**config.mk**
```make
export PLATFORM = sky130hd
export DESIGN_NAME = calc_arith_engine
export DESIGN_NICKNAME = d
export VERILOG_FILES = /design/src/rtl/calc_pkg.sv /design/src/rtl/calc_seq_muldiv.sv /design/src/rtl/calc_arith_engine.sv
export SDC_FILE = /design/constraint.sdc
export NUM_CORES = 1
export LEC_CHECK = 0
export ABC_AREA = 1
export CORE_MARGIN = 2
export CORE_UTILIZATION = 45
export CTS_CLUSTER_SIZE = 12
export DETAILED_ROUTE_END_ITERATION = 6
export GPL_TIMING_DRIVEN = 0
export SLEW_MARGIN = 20
export SYNTH_ARGS = -nofsm -noshare
export SYNTH_HDL_FRONTEND = slang
export SYNTH_SLANG_ARGS = --single-unit
```
**constraint.sdc**
```tcl
create_clock -name clk -period 16.4 [get_ports clk]
set_input_delay 4.1 -clock clk [delete_from_list [all_inputs] [get_ports clk]]
set_output_delay 4.1 -clock clk [all_outputs]
set_load 0.01 [all_outputs]
```
**src/rtl/calc_pkg.sv**
```systemverilog
// Shared definitions for the calculator arithmetic engine: op codes, FSM
// states, iterative-unit mode and signed MIN/MAX helpers.
// Latency: n/a (definitions only). Backpressure: n/a.
package calc_pkg;

    localparam logic [2:0] OP_ADD  = 3'b000;
    localparam logic [2:0] OP_SUB  = 3'b001;
    localparam logic [2:0] OP_MUL  = 3'b010;
    localparam logic [2:0] OP_DIV  = 3'b011;
    localparam logic [2:0] OP_MOD  = 3'b100;
    localparam logic [2:0] OP_PASS = 3'b101;

    typedef enum logic [1:0] {
        ST_IDLE = 2'd0,
        ST_EXEC = 2'd1,
        ST_DONE = 2'd2
    } calc_state_e;

    typedef enum logic {
        MD_MUL = 1'b0,
        MD_DIV = 1'b1
    } md_mode_e;

    // Helpers return a wide vector; callers keep the low WIDTH bits.
    localparam int CALC_MAX_W = 128;

    function automatic logic [CALC_MAX_W-1:0] calc_max(input int w);
        return (CALC_MAX_W'(1) << (w - 1)) - CALC_MAX_W'(1);
    endfunction

    function automatic logic [CALC_MAX_W-1:0] calc_min(input int w);
        return CALC_MAX_W'(1) << (w - 1);
    endfunction

endpackage

```
**src/rtl/calc_seq_muldiv.sv**
```systemverilog
// Unsigned iterative shift-add multiplier / restoring divider on magnitudes.
// Latency: first step on the go edge, ready in the WIDTH-th cycle after go.
// Backpressure: none; go restarts the unit, clear aborts it.
// Ports: go/mode/a_mag/b_mag start an operation (MUL: a*b, DIV: a/b);
//        ready high when idle or finished; product, quotient, remainder out.
module calc_seq_muldiv
    import calc_pkg::*;
#(
    parameter int WIDTH = 32
) (
    input  logic               clk,
    input  logic               reset,
    input  logic               clear,
    input  logic               go,
    input  md_mode_e           mode,
    input  logic [WIDTH-1:0]   a_mag,
    input  logic [WIDTH-1:0]   b_mag,
    output logic               ready,
    output logic [2*WIDTH-1:0] product,
    output logic [WIDTH-1:0]   quotient,
    output logic [WIDTH-1:0]   remainder
);

    localparam int CW = $clog2(WIDTH + 1);

    logic [CW-1:0]    cnt_q, cnt_d;
    md_mode_e         mode_q, mode_d;
    logic [WIDTH-1:0] dv_q, dv_d, hi_q, hi_d, lo_q, lo_d;

    md_mode_e         src_mode;
    logic [WIDTH-1:0] src_dv, src_hi, src_lo, step_hi, step_lo, diff;
    logic [WIDTH:0]   sum, trial;
    logic             ge;

    // One step per cycle. On go the step runs on the fresh operands so the
    // final step lands in cycle WIDTH-1 after go and the engine can register
    // the answer on the following edge.
    // MUL: hi:lo holds partial product : remaining multiplier bits (LSB first).
    // DIV: hi:lo holds partial remainder : dividend bits shifting into quotient.
    always_comb begin
        src_mode = go ? mode : mode_q;
        src_hi   = go ? '0 : hi_q;
        if (go) begin
            src_lo = (mode == MD_MUL) ? b_mag : a_mag;
            src_dv = (mode == MD_MUL) ? a_mag : b_mag;
        end else begin
            src_lo = lo_q;
            src_dv = dv_q;
        end

        sum   = {1'b0, src_hi} + (src_lo[0] ? {1'b0, src_dv} : '0);
        trial = {src_hi, src_lo[WIDTH-1]};
        ge    = (trial >= {1'b0, src_dv});
        // Only used when ge: the true difference is below the divisor.
        diff  = trial[WIDTH-1:0] - src_dv;

        if (src_mode == MD_MUL) begin
            step_hi = sum[WIDTH:1];
            step_lo = {sum[0], src_lo[WIDTH-1:1]};
        end else begin
            step_hi = ge ? diff : trial[WIDTH-1:0];
            step_lo = {src_lo[WIDTH-2:0], ge};
        end

        cnt_d  = cnt_q;
        mode_d = mode_q;
        dv_d   = dv_q;
        hi_d   = hi_q;
        lo_d   = lo_q;
        if (clear) begin
            cnt_d  = '0;
            mode_d = MD_MUL;
            dv_d   = '0;
            hi_d   = '0;
            lo_d   = '0;
        end else if (go) begin
            cnt_d  = CW'(WIDTH - 1);
            mode_d = mode;
            dv_d   = src_dv;
            hi_d   = step_hi;
            lo_d   = step_lo;
        end else if (cnt_q != '0) begin
            cnt_d  = cnt_q - CW'(1);
            hi_d   = step_hi;
            lo_d   = step_lo;
        end
    end

    always_ff @(posedge clk or posedge reset) begin
        if (reset) begin
            cnt_q  <= '0;
            mode_q <= MD_MUL;
            dv_q   <= '0;
            hi_q   <= '0;
            lo_q   <= '0;
        end else begin
            cnt_q  <= cnt_d;
            mode_q <= mode_d;
            dv_q   <= dv_d;
            hi_q   <= hi_d;
            lo_q   <= lo_d;
        end
    end

    assign ready     = (cnt_q == '0);
    assign product   = {hi_q, lo_q};
    assign quotient  = lo_q;
    assign remainder = hi_q;

endmodule

```
**src/rtl/calc_arith_engine.sv**
```systemverilog
// Multi-cycle signed ADD/SUB/MUL/DIV/MOD/PASS core with optional saturation.
// Latency: done 2 cycles after start for 1-cycle ops, WIDTH+1 for MUL/DIV/MOD.
// Backpressure: start/loads ignored unless IDLE; no queueing.
// Ports: in_data/load_a/load_b fill operands; op+start launch; busy/done
//        handshake; result with ovf/dz/err flags held until next start.
module calc_arith_engine
    import calc_pkg::*;
#(
    parameter int WIDTH    = 32,
    parameter bit SATURATE = 1'b0
) (
    input  logic             clk,
    input  logic             reset,
    input  logic             clear,
    input  logic [WIDTH-1:0] in_data,
    input  logic             load_a,
    input  logic             load_b,
    input  logic [2:0]       op,
    input  logic             start,
    output logic             busy,
    output logic             done,
    output logic [WIDTH-1:0] result,
    output logic             ovf,
    output logic             dz,
    output logic             err
);

    localparam logic [CALC_MAX_W-1:0] MAX_FULL = calc_max(WIDTH);
    localparam logic [CALC_MAX_W-1:0] MIN_FULL = calc_min(WIDTH);
    localparam logic [WIDTH-1:0]      MAX_V    = MAX_FULL[WIDTH-1:0];
    localparam logic [WIDTH-1:0]      MIN_V    = MIN_FULL[WIDTH-1:0];

    calc_state_e      state_q, state_d;
    logic [WIDTH-1:0] a_q, a_d, b_q, b_d, opa_q, opa_d, opb_q, opb_d;
    logic [WIDTH-1:0] result_q, result_d;
    logic [2:0]       opc_q, opc_d;
    logic             ovf_q, ovf_d, dz_q, dz_d, err_q, err_d;

    logic               accept, md_go, md_ready, md_wait;
    md_mode_e           md_mode;
    logic [WIDTH-1:0]   a_mag, b_mag, quotient, remainder;
    logic [2*WIDTH-1:0] product;

    // The iterative unit is kicked on the accepting edge itself using the
    // pre-load register values, so a load in the start cycle never leaks in.
    always_comb begin
        accept  = (state_q == ST_IDLE) && start && !clear;
        md_go   = accept && ((op == OP_MUL) ||
                  (((op == OP_DIV) || (op == OP_MOD)) && (b_q != '0)));
        md_mode = (op == OP_MUL) ? MD_MUL : MD_DIV;
        a_mag   = a_q[WIDTH-1] ? -a_q : a_q;
        b_mag   = b_q[WIDTH-1] ? -b_q : b_q;
    end

    calc_seq_muldiv #(.WIDTH(WIDTH)) u_muldiv (
        .clk       (clk),
        .reset     (reset),
        .clear     (clear),
        .go        (md_go),
        .mode      (md_mode),
        .a_mag     (a_mag),
        .b_mag     (b_mag),
        .ready     (md_ready),
        .product   (product),
        .quotient  (quotient),
        .remainder (remainder)
    );

    logic               neg, mul_ovf, div_ovf, ovf_calc, dz_calc, err_calc;
    logic [WIDTH:0]     add_s, sub_s, prod_top;
    logic [2*WIDTH-1:0] prod_s;
    logic [WIDTH-1:0]   quo_s, rem_s, res_calc;

    // Sign fix-up, overflow and saturation on the latched operands.
    always_comb begin
        neg      = opa_q[WIDTH-1] ^ opb_q[WIDTH-1];
        add_s    = {opa_q[WIDTH-1], opa_q} + {opb_q[WIDTH-1], opb_q};
        sub_s    = {opa_q[WIDTH-1], opa_q} - {opb_q[WIDTH-1], opb_q};
        prod_s   = neg ? -product : product;
        // Representable iff the top WIDTH+1 bits are a pure sign extension.
        prod_top = prod_s[2*WIDTH-1:WIDTH-1];
        mul_ovf  = !((&prod_top) || !(|prod_top));
        quo_s    = neg ? -quotient : quotient;
        // A positive quotient with the MSB set only arises from MIN / -1.
        div_ovf  = !neg && quotient[WIDTH-1];
        rem_s    = opa_q[WIDTH-1] ? -remainder : remainder;
        md_wait  = (opc_q == OP_MUL) ||
                   (((opc_q == OP_DIV) || (opc_q == OP_MOD)) && (opb_q != '0));

        res_calc = '0;
        ovf_calc = 1'b0;
        dz_calc  = 1'b0;
        err_calc = 1'b0;
        case (opc_q)
            OP_ADD: begin
                ovf_calc = add_s[WIDTH] ^ add_s[WIDTH-1];
                res_calc = (ovf_calc && SATURATE) ?
                           (add_s[WIDTH] ? MIN_V : MAX_V) : add_s[WIDTH-1:0];
            end
            OP_SUB: begin
                ovf_calc = sub_s[WIDTH] ^ sub_s[WIDTH-1];
                res_calc = (ovf_calc && SATURATE) ?
                           (sub_s[WIDTH] ? MIN_V : MAX_V) : sub_s[WIDTH-1:0];
            end
            OP_MUL: begin
                ovf_calc = mul_ovf;
                res_calc = (mul_ovf && SATURATE) ?
                           (neg ? MIN_V : MAX_V) : prod_s[WIDTH-1:0];
            end
            OP_DIV: begin
                if (opb_q == '0) begin
                    dz_calc = 1'b1;
                end else begin
                    ovf_calc = div_ovf;
                    res_calc = (div_ovf && SATURATE) ? MAX_V : quo_s;
                end
            end
            OP_MOD: begin
                if (opb_q == '0) begin
                    dz_calc = 1'b1;
                end else begin
                    res_calc = rem_s;
                end
            end
            OP_PASS: res_calc = opa_q;
            default: err_calc = 1'b1;
        endcase
    end

    always_comb begin
        state_d  = state_q;
        a_d      = a_q;
        b_d      = b_q;
        opa_d    = opa_q;
        opb_d    = opb_q;
        opc_d    = opc_q;
        result_d = result_q;
        ovf_d    = ovf_q;
        dz_d     = dz_q;
        err_d    = err_q;
        case (state_q)
            ST_IDLE: begin
                if (load_a) a_d = in_data;
                if (load_b) b_d = in_data;
                if (start) begin
                    opa_d   = a_q;
                    opb_d   = b_q;
                    opc_d   = op;
                    ovf_d   = 1'b0;
                    dz_d    = 1'b0;
                    err_d   = 1'b0;
                    state_d = ST_EXEC;
                end
            end
            ST_EXEC: begin
                if (!md_wait || md_ready) begin
                    result_d = res_calc;
                    ovf_d    = ovf_calc;
                    dz_d     = dz_calc;
                    err_d    = err_calc;
                    state_d  = ST_DONE;
                end
            end
            ST_DONE: state_d = ST_IDLE;
            default: state_d = ST_IDLE;
        endcase
        if (clear) begin
            state_d  = ST_IDLE;
            a_d      = '0;
            b_d      = '0;
            opa_d    = '0;
            opb_d    = '0;
            opc_d    = '0;
            result_d = '0;
            ovf_d    = 1'b0;
            dz_d     = 1'b0;
            err_d    = 1'b0;
        end
    end

    always_ff @(posedge clk or posedge reset) begin
        if (reset) begin
            state_q  <= ST_IDLE;
            a_q      <= '0;
            b_q      <= '0;
            opa_q    <= '0;
            opb_q    <= '0;
            opc_q    <= '0;
            result_q <= '0;
            ovf_q    <= 1'b0;
            dz_q     <= 1'b0;
            err_q    <= 1'b0;
        end else begin
            state_q  <= state_d;
            a_q      <= a_d;
            b_q      <= b_d;
            opa_q    <= opa_d;
            opb_q    <= opb_d;
            opc_q    <= opc_d;
            result_q <= result_d;
            ovf_q    <= ovf_d;
            dz_q     <= dz_d;
            err_q    <= err_d;
        end
    end

    assign busy   = (state_q == ST_EXEC);
    assign done   = (state_q == ST_DONE);
    assign result = result_q;
    assign ovf    = ovf_q;
    assign dz     = dz_q;
    assign err    = err_q;

endmodule
```
==> impl_metrics.ini <==
[synth]
synth_nets = 4281
synth_area_leader_cell = dfrtp_1
netlist_instances = 4104
synthDistinctLibCells = 58
synth_warnings = 0
synth_sequential_area_ratio_pct = 26.38
ys_ff_latch = 271
netlist_area_sq_um = 25710
synth_area_per_cell_sq_um = 6.265
synth_area_leaders = dfrtp_1 (26%), nand2_1 (15%), nor2_1 (7.8%)
synth_top_area_share_pct = 26.38

[critical_path]
rrSetupSlack_ns = 9.62
start_kind = input pin
crit_start = op[0]
timing.rr.end = u_muldiv.remainder[27]
crit_required_ns = 16.89
r2r_start = state_q[0]
crit_type = in2reg
path_max_fanout = 10
end_kind = flip-flop
arrival_ns = 11.01
reg2reg_depth = 25

[timing]
maxSlewViolCount = 0
worst_slack_ns = 5.871
skew_ns = 0.02079
tns_ns = 0
holdWs_ns = 0.4752
worst_slew_pin_slew_ns = 1.204
max_freq_mhz = 94.98
maxSlewHeadroom_pct = 19.45
hold_viol = 0
setup_viol = 0
grt_setup_unrepaired = false
fin_crit_ns = 10.53
layout_worst_path_cycle_share_pct = 64.20

[cts]
cts_inserted_buffers = 35
htreeDepth = 2
cts_setup_buffers = 0
cts_root_buf = clkbuf_16
clk_latency_ns = 0.57
cts_tree = built
cts_buffer_depth = 3
hold_buffers = 0
clock_sinks = 271
path_clk_slew_ns = 0.05
cts-resized-gates = 0

[drt]
drtAntennaViolNets = 0
vias_per_cell = 6.015
wl_per_cell_um = 25.55
drc = 0
routed_wl_um = 127700
drt_iter0_drc = 4090
dr.pass1.iters = 6
via_count = 30070

[worst_hold_path]
hold_class = reg2reg
hold_path_depth = 2
whs_endpoint = result[12]
hold_start = result[12]

[floorplanning]
fp.dieW_um = 243.0
initial_core_util_pct = 45.60
die_area_sq_um = 59060
ios = 78
num_rows = 87
die_height_um = 243.0
core_area_sq_um = 56390

[pwr]
power_frac_comb_pct = 57.1
powerDensity_nw_per_um2 = 137.3
p_int_mw = 1.862
peakVddDrop_mv = 0.1307
clkPwrFrac_pct = 21.0
p_switching_mw = 2.076
pwr-share-seq_pct = 22.0
power_leakage_nw = 14.11
power.share.switching_pct = 52.71

[final_layout]
nets = 4396
final_cell_mix = nand2_1 (1033), nor2_1 (535), inv_1 (489), o21ai_0 (314), dfrtp_1 (271)
area_growth_pct = 11.57
drive_above_1_share_pct = 3.371
final-instance-count-excl-fill = 4999
layout_commonest_cell = nand2_1

[placed_design]
dp.cells = 4938
portBuffers = 76
pre_cts_ws_ns = 5.590
globalplace.congestion = 1.057
dp_hpwl_um = 105800

[global_routing]
grt-ovfl-total = 0
grt_pass1_wl_um = 185700
antenna_found_initial = 5
grt_use_total_pct = 42.49
grt_start_max_net_pins = 104
grt_pass1_vias = 27610

[status]
status = finished clean

[run]
maxCapViolCount = 0
-- power by group through the flow --
stage,combinational [mW],clock (mW),sequential [mW]
6_report,2.25,0.825,0.865
5_1_grt,2.43,0.854,0.868
4_1_cts,2.16,0.825,0.855
3_5_place_dp,2.15,0,0.866
3_3_place_gp,2.16,0,0.866
2_1_floorplan,1.43,0,0.820
-- Yosys cell counts (all sizes together) --
master and n:
and3 4, o21ai 345, a221oi 12, a31oi 35
a22o 10, clkinv 5, o2111ai 1, o221ai 30
nor2 546, a31o 1, o32ai 2, or2 26
a21o 5, clkbuf 133, a21boi 3, o31ai 14
o22ai 83, o211ai 18, fa 4, o221a 2
and2 1, xnor2 11, nor4 21, nand3b 26
nor3 61, a21oi 262, dfrtp 271, a22oi 2
a2111oi 2, ha 132, a211oi 10, o21bai 17
inv 503, nand2 1042, xor2 122, buf 27
nand2b 1, nand4 35, o21a 16, a32o 4
nand3 259
-- critical path: stages --
cell,delay (ns)
clkdlybuf4s50_1,0.48
inv_1,0.15
nand2_1,0.12
nor2_4,0.31
inv_2,0.14
nor2_8,0.27
inv_4,0.11
nand2_2,0.11
buf_2,0.23
clkbuf_1,0.68
clkbuf_1,0.58
o221ai_1,0.59
ha_1,0.61
nand2_1,0.11
nor2_1,0.25
nand3_1,0.13
nor3_1,0.18
nand4_1,0.14
nor3_1,0.42
a211oi_2,0.14
nand2_4,0.19
buf_6,0.21
nand3_1,0.18
nand3_1,0.18
nand3_1,0.23
nand2_1,0.13
-- through the flow --
stage	area (sq um)	total power, mW	utilization, %
3_3_place_gp	27420	3.022	48.62
6_report	28690	3.938	50.87
4_1_cts	28680	3.841	50.87
3_5_place_dp	27480	3.015	48.74
2_1_floorplan	25710	2.245	-
5_1_grt	28690	4.153	50.87
-- final cells by class --
cell class	instances	area [sq um]
Fill cell	6149	27700
Multi-Input combinational cell	3165	16370
Sequential cell	271	6782
Inverter	508	1917
Clock buffer	43	957.2
Tap cell	756	945.9
Timing Repair Buffer	78	815.8
Buffer	160	653.1
Clock inverter	17	245.2
Antenna cell	1	2.502
-- per-layer routing --
metal / vias up / wire (um) / GRT usage (%)
met1: 14120 / 54270 / 60.21
met5: - / 12 / 0
met2: 1870 / 51210 / 60.66
li1: 13760 / - / -
met4: 2 / 7779 / 21.91
met3: 313 / 14450 / 8.680
-- state kept, by name (all words and copies together) (netlist names), 2 cells and up --
signal and flops:
a_q 32, b_q 32, opa_q 32, opb_q 32, result 32, u_muldiv.dv_q 32
u_muldiv.quotient 32, u_muldiv.remainder 32, u_muldiv.cnt_q 6, opc_q 3, state_q 2
-- worst max path at each step --
stage                                  end  slack, ns  cells past startpoint
finish              u_muldiv.remainder[27]       5.87                     26
global route        u_muldiv.remainder[27]       5.82                     26
CTS                 u_muldiv.remainder[27]       6.16                     26
detailed placement  u_muldiv.remainder[27]       5.59                     26
global placement         u_muldiv.cnt_q[0]       1.26                      2
floorplan                           a_q[0]       4.83                      1
-- cells by family after synthesis --
group | Yosys count | share of synthesized area, %
flops | 271 | 26.38
xor+xnor | 133 | 4.531
simple gates | 2022 | 32.94
fa+ha+maj | 136 | 6.735
compound gates | 874 | 19.45
buf+inv | 668 | 9.966
(Power assumes the default switching activity.)
